File: src/rtl/magnitude_comparator_seq.sv
// magnitude_comparator_seq
// Multi-cycle magnitude comparator: walks two WIDTH-bit operands one DIGIT-bit
// slice per clock, most significant slice first, and stops at the first slice
// that differs. Two's-complement order is obtained by flipping the operand MSBs
// at capture (offset-binary), after which every slice compare is unsigned.
// Handshake: start is taken only while idle; busy covers the walk; done pulses
// for one cycle with the one-hot result R = {G,E,L}, which then holds until the
// next accepted start clears it.
module magnitude_comparator_seq #(
    parameter int WIDTH = 16,
    parameter int DIGIT = 4
) (
    input  logic             clk,
    input  logic             nrst,
    input  logic             start,
    input  logic             signed_mode,
    input  logic [WIDTH-1:0] A,
    input  logic [WIDTH-1:0] B,
    output logic             busy,
    output logic             done,
    output logic [2:0]       R
);

    localparam int NDIG = WIDTH / DIGIT;
    localparam int KW   = (NDIG > 1) ? $clog2(NDIG) : 1;

    localparam logic [KW-1:0] K_LAST = KW'(NDIG - 1);

    localparam logic [2:0] R_GT   = 3'b100;
    localparam logic [2:0] R_EQ   = 3'b010;
    localparam logic [2:0] R_LT   = 3'b001;
    localparam logic [2:0] R_NONE = 3'b000;

    // The slice walk only makes sense when the operand splits into whole slices.
    if ((WIDTH % DIGIT) != 0 || DIGIT < 1) begin : g_bad_params
        $error("magnitude_comparator_seq: WIDTH must be a positive multiple of DIGIT");
    end

    typedef enum logic {
        S_IDLE = 1'b0,
        S_RUN  = 1'b1
    } state_t;

    state_t           r_state;
    logic [WIDTH-1:0] r_a;
    logic [WIDTH-1:0] r_b;
    logic [KW-1:0]    r_k;
    logic             r_busy;
    logic             r_done;
    logic [2:0]       r_r;

    logic [WIDTH-1:0] w_msb_flip;
    logic [DIGIT-1:0] w_slice_a;
    logic [DIGIT-1:0] w_slice_b;

    // Flipping the sign bit of both operands maps two's-complement order onto
    // unsigned order, so the slice datapath needs no mode awareness.
    assign w_msb_flip = signed_mode ? (WIDTH'(1) << (WIDTH - 1)) : '0;

    // The slice under test is always the top DIGIT bits of the shift registers.
    assign w_slice_a = r_a[WIDTH-1 -: DIGIT];
    assign w_slice_b = r_b[WIDTH-1 -: DIGIT];

    // Single-process FSM: operand capture, slice-by-slice compare, registered handshake outputs.
    always_ff @(posedge clk or negedge nrst) begin
        if (!nrst) begin
            r_state <= S_IDLE;
            r_a     <= '0;
            r_b     <= '0;
            r_k     <= '0;
            r_busy  <= 1'b0;
            r_done  <= 1'b0;
            r_r     <= R_NONE;
        end else begin
            // NOTE: non-blocking assignments throughout, so every compare below sees
            // the register values from before this edge; done defaults low each cycle
            // and is raised only on the finishing edge, which makes it a one-cycle pulse.
            r_done <= 1'b0;
            case (r_state)
                S_IDLE: begin
                    if (start) begin
                        r_a     <= A ^ w_msb_flip;
                        r_b     <= B ^ w_msb_flip;
                        r_k     <= '0;
                        r_busy  <= 1'b1;
                        r_r     <= R_NONE;
                        r_state <= S_RUN;
                    end
                end
                S_RUN: begin
                    if (w_slice_a != w_slice_b) begin
                        r_r     <= (w_slice_a > w_slice_b) ? R_GT : R_LT;
                        r_done  <= 1'b1;
                        r_busy  <= 1'b0;
                        r_state <= S_IDLE;
                    end else if (r_k == K_LAST) begin
                        r_r     <= R_EQ;
                        r_done  <= 1'b1;
                        r_busy  <= 1'b0;
                        r_state <= S_IDLE;
                    end else begin
                        r_a <= r_a << DIGIT;
                        r_b <= r_b << DIGIT;
                        r_k <= r_k + KW'(1);
                    end
                end
                default: begin
                    r_state <= S_IDLE;
                    r_busy  <= 1'b0;
                end
            endcase
        end
    end

    assign busy = r_busy;
    assign done = r_done;
    assign R    = r_r;

endmodule

File: config.mk
export PLATFORM = sky130hd
export DESIGN_NAME = magnitude_comparator_seq
export DESIGN_NICKNAME = d
export VERILOG_FILES = /design/src/rtl/magnitude_comparator_seq.sv
export SDC_FILE = /design/constraint.sdc
export NUM_CORES = 1
export LEC_CHECK = 0
export BUFFER_PORTS_ARGS = -buffer_cell sky130_fd_sc_hd__buf_2
export CAP_MARGIN = 20
export CORE_UTILIZATION = 35
export CTS_BUF_LIST = sky130_fd_sc_hd__clkbuf_16
export CTS_CLUSTER_DIAMETER = 150
export DETAILED_ROUTE_END_ITERATION = 10
export PLACE_DENSITY = 0.54
export SETUP_SLACK_MARGIN = 0.3
export SLEW_MARGIN = 10
export SYNTH_ARGS = -nofsm -noshare
export SYNTH_HDL_FRONTEND = slang
export SYNTH_SLANG_ARGS = --single-unit
File: constraint.sdc
create_clock -name clk -period 1.6 [get_ports clk]
set_input_delay 0.32 -clock clk [delete_from_list [all_inputs] [get_ports clk]]
set_output_delay 0.32 -clock clk [all_outputs]
set_load 0.02 [all_outputs]
==> metrics.yaml, run 1 <==
setup_path:
  arrival_ns: 1.74
  cp.required_ns: 1.76
  cp-endpoint: "r_a[15]"
  cp_max_fo: 4
  worstSetupStartpoint: "r_a[15]"
  ff2ff_path_depth: 5
  r2r-start: "r_a[15]"
  r2r_slack_ns: 0.02
  critPathKind: "flip-flop to flip-flop"
  rr_endpoint: "r_a[15]"
  startpoint_type: "flip-flop"
  cp-end-kind: "flip-flop"
detailed_routing:
  first_pass_iters: 4
  wl_per_cell_um: 14.2
  num_vias: 1524
  drtIter0Drc: 78
  vias_per_cell: 4.79
  drc: 0
  wl_met3_um: 205
  dr_wl_met2_um: 2080
  wirelength_um: 4520
  ant_nets: 0
  top_layer_used: "met4"
  wl_met1_um: 2200
synth:
  ys_ff_latch: 40
  avgSynthCellArea_um2: 10.3
  netlist_top_cells_count: "dfrtp_1, o22ai_1, inv_1"
  synth_area_leaders: "dfrtp_1, o22ai_1, a21oi_2"
  syn_inst: 187
  synthArstFlopShare_pct: 100
  yosysMostFrequentCell: "dfrtp_1"
  synth_edf_count: 0
  yosysUniqueCellTypes: 31
  syn_nets: 228
  synth.top_cell.area_share_pct: 52.2
  yosysWarnings: 0
  synth_top_cell_by_area: "dfrtp_1"
  netlist_area_um2: 1920
  ys.flop_type: "dfrtp_1"
  yosysSeqAreaShare_pct: 52.2
clocking:
  cts.path.max_buffers: 2
  hold_buffers: 0
  cts_buffers: 5
  clkTransAtPathRegs_ns: 0.05
  cts.sinks: 40
  clock_latency_ns: 0.28
  cts_max_level: 2
  cts_root_buffer: "clkbuf_16"
  cts_tree: "done"
floorplan:
  row_count: 26
  die_w_um: 76.0
  die-area_um2: 5780
  core_um2: 5200
  initial_core_util_pct: 36.8
  die_h_um: 76.0
  ios: 41
pwr:
  vdd_drop_max_mv: 0.795
  intPower_uw: 3270
  pwr_density_cell_nw_per_um2: 1860
  net-switching-power_uw: 1870
  p_leak_uw: 0.00131
  combPwrFrac_pct: 47.0
  swShare_pct: 36.4
  pwr-share-clk_pct: 17.9
  pwr-share-seq_pct: 35.1
global_route:
  gr-total-overflow: 0
  grt_pass1_vias: 1588
  grt_start_max_net_pins: 41
  grt_usage_pct: 17.2
  antenna_found_initial: 0
  grt_pass1_wl_um: 7800
final_layout:
  ff_latch_area_um2: 1000
  multi_input_area_um2: 1000
  area_growth_pct: 44.3
  antenna_cells: 0
  fin_nets: 288
  fillers: 493
  stdcell_area_um2: 2770
  final_cells: 318
  drive_above_1_share_pct: 52.8
  post-route-util_pct: 53.1
timing:
  finClkSkew_ns: 0.00277
  relSlewSlack_pct: 79.8
  hold_viol_final: 4
  worst_pin_slew_ns: 0.302
  rsz0062_at_grt: "yes"
  finalCriticalPeriod_ns: 1.58
  report.final.slew_viol_count: 0
  hold_slack_ns: -0.00299
  fin_tns_setup_ns: 0
  fmax_ghz: 0.633
  finalSetupViolCount: 0
  period_share_pct: 98.8
flow_run:
  cap_violations: 0
status:
  violations: "hold timing"
  status: "complete, but fails checks"
place:
  gp_congestion: 0.687
  placed_cell_area_um2: 2370
  dp.cells: 301
  hpwl_um: 3110
  port-buffer-count: 40
worst_hold_path:
  hold_class: "input pin to async pin"
[stage by stage]
step | power (uW) | setup slack, ns
5_1_grt | 5550 | -0.0512
3_5_place_dp | 3730 | 0.0176
4_1_cts | 4930 | 0.0322
3_3_place_gp | 3700 | 0.0240
2_1_floorplan | 3120 | 0.0887
6_report | 5140 | 0.0190
[layer usage]
metal / track usage (%) / up-vias
li1: - / 775
met5: 0 / -
met1: 25.2 / 710
met3: 4.43 / 4
met2: 25.6 / 35
met4: 4.04 / 0
[layout make-up]
cell class,count,share of cell area [%]
flip-flops and latches,40,36.2
repair buffers,64,16.0
well taps,70,3.17
multi-input cells,110,36.1
clock buffers,5,4.52
clock inverters,3,0.407
inverters,26,3.62
[layout by cell type (no fill, tap or decap), drive strengths merged, types with 2 or more instances in the layout]
| cell type | instances |
|---|---|
| nor2b | 2 |
| nor2 | 6 |
| o22ai | 29 |
| dfrtp | 40 |
| clkbuf | 5 |
| a21oi | 24 |
| buf | 64 |
| nand2 | 17 |
| mux2i | 7 |
| nand2b | 2 |
| ha | 5 |
| o211ai | 3 |
| inv | 28 |
| o21ai | 5 |
[logic make-up (layout without fill, tap and decap cells)]
| logic type | count (synthesis) | count (layout) | share of synthesized area, % |
|---|---|---|---|
| compound gates | 65 | 65 | 22.6 |
| flops | 40 | 40 | 52.2 |
| buf+inv | 37 | 98 | 8.81 |
| simple gates | 31 | 31 | 8.49 |
| mux | 7 | 7 | 3.66 |
| fa+ha+maj | 5 | 5 | 3.26 |
| xor+xnor | 2 | 2 | 0.914 |
[worst min path at each step]
stage,start,endpoint,slack (ns)
global route,nrst,r_b[13],0.03
finish,nrst,r_b[13],-0.003
detailed placement,nrst,r_b[13],0.31
floorplan,nrst,R[0],0.02
global placement,nrst,r_a[13],0.31
CTS,nrst,R[2],0.01
[critical path: stages, from the launching register on]
cell and delay (ns):
dfrtp_1 0.41, ha_4 0.27, and4_4 0.24, and2_4 0.17, nor2_4 0.05, a221o_1 0.32
[power by group through the flow]
stage	combinational [uW]	sequential, uW	clock [uW]
after floorplan	1380	1740	0
after global placement	1940	1760	0
after detailed placement	1960	1770	0
after CTS	2190	1800	944
after global routing	2680	1870	1000
final	2420	1800	922
[timing repair]
item,4_1_cts,5_1_grt
setup endpoints to repair,39,39
setup buffers,5,4
gates resized for setup,22,16
pin swaps,5,3
[flip-flops by register name, summed over array words and instances (netlist names)]
name / count
busy: 1
done: 1
R: 3
r_a: 16
r_k: 2
r_state: 1
r_b: 16
No activity file was read; power rests on OpenSTA's default activity.
==> run 2, diff against run 1 <==
CORE_UTILIZATION = 48   (was 35)
PLACE_DENSITY = 0.71   (was 0.54)
==> metrics.yaml, run 2 (synthesis gave the netlist of run 1 again) <==
detailed_routing:
  wirelength_um: 4890
  num_vias: 1634
  wl_per_cell_um: 16.5
  ant_nets: 0
  vias_per_cell: 5.52
  drc: 0
  first_pass_iters: 4
  drtIter0Drc: 59
floorplan:
  initial_core_util_pct: 51.2
  die_w_um: 65.2
  die-area_um2: 4250
  row_count: 22
  die_h_um: 65.2
  core_um2: 3740
  ios: 41
final_layout:
  final_cells: 296
  drive_above_1_share_pct: 51.2
  area_growth_pct: 39.9
  antenna_cells: 0
  multi_input_area_um2: 955
  ff_latch_area_um2: 1000
  stdcell_area_um2: 2680
  fillers: 287
  layout_common_cells: "dfrtp_1, buf_2, inv_1"
  fin_nets: 288
timing:
  hold_viol_final: 6
  worst_pin_slew_ns: 0.479
  hold_slack_ns: -0.00302
  fin_tns_setup_ns: -0.0202
  finalSetupViolCount: 2
  fmax_ghz: 0.619
  finalCriticalPeriod_ns: 1.62
  period_share_pct: 101
  finClkSkew_ns: 0.00206
  report.final.slew_viol_count: 0
  rsz0062_at_grt: "yes"
  layout_setup_ws_ns: -0.0162
  relSlewSlack_pct: 68.0
setup_path:
  r2r_slack_ns: -0.02
  arrival_ns: 1.78
  cp-end-kind: "flip-flop"
  critPathKind: "flip-flop to flip-flop"
  startpoint_type: "flip-flop"
  cp.required_ns: 1.76
  cp_max_fo: 5
global_route:
  antenna_found_initial: 0
  grt_pass1_wl_um: 7910
  grt_usage_pct: 25.4
  grt_start_max_net_pins: 23
  gr-total-overflow: 0
  grt_pass1_vias: 1708
clocking:
  clkTransAtPathRegs_ns: 0.05
  cts.sinks: 40
  cts_max_level: 2
  cts.path.max_buffers: 2
  cts_buffers: 5
  cts_tree: "done"
  cts_root_buffer: "clkbuf_16"
  hold_buffers: 0
  clock_latency_ns: 0.28
pwr:
  pwr_density_cell_nw_per_um2: 1960
  p_total_uw: 5250
  p_leak_uw: 0.00130
  vdd_drop_max_mv: 1.01
status:
  violations: "hold timing, setup timing"
  status: "complete, but fails checks"
place:
  post-place-ws_ns: -0.0309
  gp_congestion: 0.848
  hpwl_um: 3150
  dp.cells: 274
  placed_cell_area_um2: 2290
  port-buffer-count: 40
flow_run:
  cap_violations: 0
worst_hold_path:
  hold_class: "input pin to async pin"
[run 2: cell count changes in the layout (fill, tap and decap cells not counted), moves of 2 or more]
| cell | change |
|---|---|
| nand2_1 | -2 |
| a21oi_2 | +2 |
| o22ai_1 | +8 |
| o22ai_2 | -7 |
| nand2_2 | +2 |
[run 2: worst paths after layout]
check,start,to,cells after the start
min in group clk,A[3],r_a[3],3
worst min register to register,R[0],R[0],1
worst max-delay path,r_a[12],r_a[15],6
worst max register to register,r_a[12],r_a[15],6
max in group asynchronous,nrst,r_b[0],2
worst min-delay path,nrst,r_k[1],1
[run 2: repair_timing]
action	4_1_cts	5_1_grt
pin swaps	4	6
setup endpoints to repair	39	40
resized for setup	22	11
gates cloned	1	0
endpoints found under the hold margin	0	0
buffers inserted	8	5
[run 2: per-layer routing]
layer / global-route usage (%) / wire length (um) / vias up
met2: 43.7 / 2530 / 40
met1: 30.8 / 2050 / 809
met3: 5.73 / 198 / 12
met4: 9.78 / 116 / 0
li1: - / - / 773
met5: 0 / 0 / -
[run 2: critical path, cell delays in order (launching register included)]
cell	delay, ns
dfrtp_1	0.38
inv_2	0.07
ha_4	0.26
and4_4	0.23
and2_4	0.17
nor2_4	0.06
a221o_1	0.33
[run 2: area by class of cell]
| class | count | share of cell area, % |
|---|---|---|
| inverter | 26 | 3.64 |
| clock inverter | 3 | 0.420 |
| clock buffer | 5 | 4.66 |
| tap | 48 | 2.24 |
| timing repair buffer | 64 | 16.1 |
| sequential | 40 | 37.3 |
| multi-input combinational | 110 | 35.6 |
[run 2: power breakdown]
group / total (uW) / switching (uW) / internal, uW
logic: 2530 / 1260 / 1270
clock network: 910 / 350 / 559
registers: 1810 / 342 / 1470
total: 5250 / 1950 / 3290
[run 2: per-stage QoR]
stage | utilization, % | hold slack, ns
6_report | 71.7 | -0.00302
5_1_grt | 71.7 | 0.0314
4_1_cts | 69.3 | 0.00413
3_5_place_dp | 61.2 | 0.302
3_3_place_gp | 61.2 | 0.298
2_1_floorplan | - | 0.0244
